File: config.mk
export PLATFORM = sky130hd
export DESIGN_NAME = fetch_ctrl
export DESIGN_NICKNAME = d
export VERILOG_FILES = /design/src/rtl/fetch_pkg.sv /design/src/rtl/fetch_ctrl.sv
export SDC_FILE = /design/constraint.sdc
export NUM_CORES = 1
export LEC_CHECK = 0
export ABC_CLOCK_PERIOD_IN_PS = 2600
export CORE_MARGIN = 8
export CORE_UTILIZATION = 52
export DETAILED_ROUTE_END_ITERATION = 16
export PLACE_DENSITY_LB_ADDON = 0.25
export SLEW_MARGIN = 20
export SYNTH_ARGS = -nofsm -noshare
export SYNTH_HDL_FRONTEND = slang
export SYNTH_SLANG_ARGS = --single-unit
File: constraint.sdc
create_clock -name clk -period 2.6 [get_ports clk]
set_clock_uncertainty 0.05 [all_clocks]
set_input_delay 0.52 -clock clk [delete_from_list [all_inputs] [get_ports clk]]
set_output_delay 0.52 -clock clk [all_outputs]
set_load 0.05 [all_outputs]
File: src/rtl/fetch_pkg.sv
// Shared types and constants for the instruction-fetch sequencer.
package fetch_pkg;

  localparam int unsigned ADDR_W = 32;
  localparam int unsigned INST_W = 32;

  localparam logic [ADDR_W-1:0] DEF_RESET_PC   = 32'h0000_0000;
  localparam int unsigned       DEF_INST_BYTES = 4;
  localparam logic [INST_W-1:0] NOP_INST       = 32'h0000_0013;

  typedef enum logic [1:0] {
    ST_IDLE  = 2'd0,
    ST_FETCH = 2'd1,
    ST_HOLD  = 2'd2,
    ST_DRAIN = 2'd3
  } state_t;

endpackage

File: src/rtl/fetch_ctrl.sv
// Instruction-fetch sequencer: owns the PC, issues held ce/addr requests to the
// instruction memory and loads the IF/ID register under stall/redirect control.
module fetch_ctrl
  import fetch_pkg::*;
#(
  parameter logic [31:0] RESET_PC   = DEF_RESET_PC,
  parameter int unsigned INST_BYTES = DEF_INST_BYTES
) (
  input  logic        clk,
  input  logic        rst,
  input  logic        stall,
  input  logic        redirect,
  input  logic [31:0] redirect_addr,
  output logic        mem_ce,
  output logic [31:0] mem_addr,
  input  logic        mem_rvalid,
  input  logic [31:0] mem_rdata,
  output logic [31:0] id_addr,
  output logic [31:0] id_inst,
  output logic        id_valid
);

  state_t      state, state_n;
  logic [31:0] pc, pc_n;
  logic [31:0] id_addr_n, id_inst_n;
  logic        id_valid_n;
  logic [31:0] buf_addr, buf_addr_n;
  logic [31:0] buf_inst, buf_inst_n;
  logic [31:0] redir_pc, redir_pc_n;
  logic [31:0] tgt;
  logic [31:0] pc_inc;

  // Request strobe is a pure decode of the state register; address is the PC.
  assign mem_ce   = (state == ST_FETCH) || (state == ST_DRAIN);
  assign mem_addr = pc;

  assign tgt    = redirect_addr & ~32'h0000_0003;
  assign pc_inc = pc + 32'(INST_BYTES);

  always_ff @(posedge clk) begin
    if (rst) begin
      state    <= ST_IDLE;
      pc       <= RESET_PC;
      id_addr  <= 32'h0000_0000;
      id_inst  <= NOP_INST;
      id_valid <= 1'b0;
      buf_addr <= 32'h0000_0000;
      buf_inst <= NOP_INST;
      redir_pc <= 32'h0000_0000;
    end else begin
      state    <= state_n;
      pc       <= pc_n;
      id_addr  <= id_addr_n;
      id_inst  <= id_inst_n;
      id_valid <= id_valid_n;
      buf_addr <= buf_addr_n;
      buf_inst <= buf_inst_n;
      redir_pc <= redir_pc_n;
    end
  end

  always_comb begin
    state_n    = state;
    pc_n       = pc;
    id_addr_n  = id_addr;
    id_inst_n  = id_inst;
    id_valid_n = id_valid;
    buf_addr_n = buf_addr;
    buf_inst_n = buf_inst;
    redir_pc_n = redir_pc;

    case (state)
      ST_IDLE: state_n = ST_FETCH;

      ST_FETCH: begin
        if (mem_rvalid) begin
          if (redirect) begin
            pc_n       = tgt;
            id_valid_n = 1'b0;
          end else if (stall) begin
            // ID is full: park the returned word so the port can be released.
            buf_addr_n = pc;
            buf_inst_n = mem_rdata;
            pc_n       = pc_inc;
            state_n    = ST_HOLD;
          end else begin
            id_addr_n  = pc;
            id_inst_n  = mem_rdata;
            id_valid_n = 1'b1;
            pc_n       = pc_inc;
          end
        end else if (redirect) begin
          // Request in flight must complete at the old address before retargeting.
          redir_pc_n = tgt;
          id_valid_n = 1'b0;
          state_n    = ST_DRAIN;
        end else if (!stall) begin
          id_valid_n = 1'b0;
        end
      end

      ST_HOLD: begin
        if (redirect) begin
          pc_n       = tgt;
          id_valid_n = 1'b0;
          state_n    = ST_FETCH;
        end else if (!stall) begin
          id_addr_n  = buf_addr;
          id_inst_n  = buf_inst;
          id_valid_n = 1'b1;
          state_n    = ST_FETCH;
        end
      end

      ST_DRAIN: begin
        id_valid_n = 1'b0;
        if (redirect) begin
          redir_pc_n = tgt;
        end
        if (mem_rvalid) begin
          pc_n    = redirect ? tgt : redir_pc;
          state_n = ST_FETCH;
        end
      end

      default: state_n = ST_IDLE;
    endcase
  end

endmodule

# Word-level counts from Yosys, hierarchy flattened
# Index checks and enable logic that the tools add are counted.
dict set report word_totals {
  ramBits 0
  latch_bits 0
  mem_count 0
  inputBits 69
  regBits 195
  rom_bits 0
}
dict set report classes {
  n_addsub 1
  shifts 0
  div 0
  n_reduce_logical 11
  n_lt_le_gt_ge 0
  mul 0
  n_eq_ne 16
  n_mux 34
  bitwise_logic 1
}
# op count
set ops {}
lappend ops {{32-bit two-way mux} 16}
lappend ops {{32-bit case mux with 2 select lines} 3}
lappend ops {{32-bit case mux with 3 select lines} 1}
lappend ops {{32-bit by 3-bit adder with 32-bit output, second input constant} 1}
lappend ops {{2-bit inequality test, second input constant} 8}
lappend ops {{2-bit two-way mux} 7}
lappend ops {{3-bit inequality test, second input constant} 4}
lappend ops {{2-bit case mux with 4 select lines} 1}
lappend ops {{4-bit AND reduction} 2}
lappend ops {{6-bit AND reduction} 1}
lappend ops {{1-bit two-way mux} 5}
lappend ops {{5-bit AND reduction} 1}
lappend ops {{2-bit == test, second input constant} 2}
lappend ops {{4-bit inequality test, second input constant} 1}
lappend ops {{2-bit AND reduction} 2}
lappend ops {{2-bit nonzero test} 2}
lappend ops {{1-bit case mux with 3 select lines} 1}
lappend ops {{3-bit nonzero test} 1}
lappend ops {{2-bit by 1-bit == test with 1-bit output, second input constant} 1}
lappend ops {{2-bit zero test} 1}
lappend ops {{1-bit logical OR} 1}
lappend ops {{1-bit inverter} 1}

# Depth between registers and ports, before layout
dict set report logic_depth {
  ltp_word 4
  ltp_mapped 8
  depth_no_buf 6
}

# Least setup slack after synthesis
# OpenSTA, ideal clock, no wires.
dict set report synth_timing {
  kind {flip-flop to flip-flop}
  from {register pc[2] (netlist: mem_addr[2])}
  to {register pc[26] (netlist: mem_addr[26])}
  synth_period_minus_slack_ns 2.357
  path_buffers 0
  arrival_ns 2.235
  setup_slack_ns 0.243
  required_time_ns 2.478
  path_stages_with_launch 7
  cell_sequence {dfxtp_1 ha_1 and4_1 nand4_1 or4_1 a21oi_1 a2bb2oi_1}
}
dict set report synth_between {
  elab_chain_len 4
}
# item line
set synth_lines {}
lappend synth_lines {{start: declaration} fetch_ctrl.sv:24} ;# logic [31:0] pc, pc_n;
lappend synth_lines {{start signal: assignment} fetch_ctrl.sv:52} ;# pc <= pc_n;
lappend synth_lines {{32-bit by 3-bit adder with 32-bit output} fetch_ctrl.sv:38} ;# assign pc_inc = pc + 32'(INST_BYTES);
lappend synth_lines {{32-bit two-way mux} fetch_ctrl.sv:77} ;# if (redirect) begin
lappend synth_lines {{32-bit two-way mux} fetch_ctrl.sv:76} ;# if (mem_rvalid) begin
lappend synth_lines {{32-bit case mux with 3 select lines} fetch_ctrl.sv:72} ;# case (state)
# No other way between the ends. The select of a mux whose other input is x is not followed.
# A chain may end at the register's enable or synchronous reset.

# Worst setup path after layout
dict set report layout_timing {
  from {register pc[12] (netlist: mem_addr[12])}
  to {output mem_addr[12]}
}
# item line
set layout_rtl {}
lappend layout_rtl {{end: declaration} fetch_ctrl.sv:15} ;# output logic [31:0] mem_addr,
# No word-level cell between the ends.

==> results.md <==
- I/O pins: 167
- Commonest non-fill, non-tap cell in the layout: nand2_1
- Yosys warnings: 0
- WL per Instance: 16.3 microns
- H-tree levels: 4
- Largest net degree at the start of global routing: 77
- Vias: 8392
- Post-route clock period utilization: 96.1%
- Number of global-route vias before repair: 7629
- CP top delay family: buffers and inverters
- Kind of critical path: reg -> out
- CTS tree: done
- Core Area: 16400 sq um
- Post-CTS sizing: 0
- CTS buffer count: 17
- Bufs on Longest Clock Path: 2
- Worst path max stage delay: 890 ps
- Die Wd: 145 microns
- Synth Register Bits: 195
- Routed wire length: 24600 microns
- Grt met2 use: 36.4%
- Ant diodes: 0
- Worst skew pair latency: 430 ps
- Fillers: 1383
- CP Cell Sequence: clkdlybuf4s50_1
- Area of the multi-input gates: 4290 sq um
- Final Max Tran Viols: 0
- CP arrival: 1930 ps
- Hold Crit Class: reg -> reg
- Slew HR: 37.0%
- Crit path max fanout: 9
- Grt total ovfl: 0
- CP bufs+invs: 1
- Final hold vios: 0
- Worst setup SP type: flip-flop
- # nets final: 1350
- Maximum vdd drop: 0.509 mV
- Global placement routability congestion: 0.931
- Chip height: 145 microns
- Tmin final: 2500 ps
- Reg2reg setup slack: 380 ps
- FP Rows: 47
- Synthesized instance count: 1155
- Post-route antenna net violation count: 0
- Syn_area_per_cell: 7.45 sq um
- Port bufs: 164
- Non-Filler Instances: 1513
- Mapped Nets: 1225
- Layout cells sized above 1: 7.19%
- GRT Max-Usage Layer: met2
- Endpoints failing setup: 0
- Gr usage total: 23.6%
- EDFF count, synth: 0
- Layout area overhead: 29.9%
- Clk sinks: 195
- Full die area: 20900 sq um
- GRT met1 Usage: 32.6%
- Final core utilization: 68.2%
- Power, Total: 0.00717 W
- Yosys cell types: 59
- Critical Path RT: 2030 ps
- Worst Setup End Kind: output pin
- Peak Freq: 400 MHz
- Worst Tran Pin Value: 945 ps
- Placed cells: 1481
- RSZ-0062 raised after global routing: false
- Initial core utilization: 52.5%
- CTS root buf: clkbuf_16
- DP Wirelength: 16700 microns
- Register Area: 3900 sq um
- GR Util met3: 4.20%
- Pre-antenna DRT Iters: 5
- Post-cts hold buffer count: 0
- Post-CTS Setup Bufs: 0
- Most frequently used flop master after synthesis: dfxtp_1
- Static Leak: 3.79 nW
- Status: finished, final reports clean
- Most frequent cells in the layout: nand2_1 (365), dfxtp_1 (195), clkdlybuf4s50_1 (163)
- Initial DRC Count: 817
- Initial antenna violation count: 0
- Drc violations: 0
- Cell Pwr Density: 641 nW/um^2
- Total negative slack: 0 ps
- Asr flop ratio synth: 0%
- Area of the mapped netlist: 8610 sq um
- Slowest CP cell: clkdlybuf4s50_1
- Hold WS: 405 ps
- Worst-path clk slew: 70 ps
- Seq/Total Area, Yosys: 45.3%
- First-pass GRT wire length: 39500 microns
- Maxcap violations: 0
- DR vias/cell: 5.55
## kinds of logic after synthesis
group	share of synthesized area [%]
adder cells (fa/ha/maj)	0.145
flip-flops	45.3
buffers and inverters	5.22
AO/OA/AOI/OAI	22.7
multiplexers	0.378
XOR/XNOR	0.509
AND/OR/NAND/NOR	25.8
## per-stage QoR
step	cell area [sq um]	setup WS [ps]
2_1_floorplan	8610	243
3_3_place_gp	10500	149
3_5_place_dp	10500	126
4_1_cts	11200	115
5_1_grt	11200	43.1
6_report	11200	102
## cell usage after synthesis (all sizes together) (5+ instances only)
master / instances / area [sq um]
and4: 5 / 43.8
a21oi: 129 / 646
nor4: 6 / 52.6
inv: 12 / 45.0
clkbuf: 74 / 279
nand2: 366 / 1380
o21ai: 48 / 240
a211o: 7 / 61.3
o211ai: 5 / 37.5
nand3: 14 / 80.1
a211oi: 17 / 128
buf: 25 / 125
nand4: 6 / 37.5
dfxtp: 195 / 3900
a2bb2oi: 8 / 70.1
nor2: 100 / 375
a311oi: 56 / 490
o21a: 9 / 67.6
nor3: 16 / 80.1
## power breakdown
part / leakage [nW] / internal (W) / switching (W)
Combinational: 1.89 / 0.000420 / 0.000707
Sequential: 1.58 / 0.00310 / 0.000127
Clock: 0.311 / 0.00157 / 0.00125
Total: 3.79 / 0.00509 / 0.00208
## worst paths after layout
| kind | depth (start not counted) | to | from |
|---|---|---|---|
| setup reg to reg | 6 | mem_addr[15] | state[1] |
| hold / removal | 2 | redir_pc[4] | redir_pc[4] |
| setup / recovery | 1 | mem_addr[12] | mem_addr[12] |
| hold reg to reg | 2 | redir_pc[4] | redir_pc[4] |
## area by class of cell
type / instances / area share, %
clock buffers: 17 / 3.80
clock inverters: 15 / 1.96
inverters: 12 / 0.403
multi-input cells: 849 / 38.3
flip-flops and latches: 195 / 34.9
well taps: 220 / 2.46
repair buffers: 205 / 18.1
## registers in the layout, indices dropped and copies added, names as in the netlist
| signal | cells |
|---|---|
| buf_addr | 32 |
| buf_inst | 32 |
| id_addr | 32 |
| id_inst | 32 |
| id_valid | 1 |
| mem_addr | 32 |
| redir_pc | 32 |
| state | 2 |
## routing by layer
metal	wire, microns	share of wire [%]
met1	11000	45
met2	11400	46
met3	1780	7.2
met4	346	1.4
met5	0	0
(Power assumes the default switching activity.)
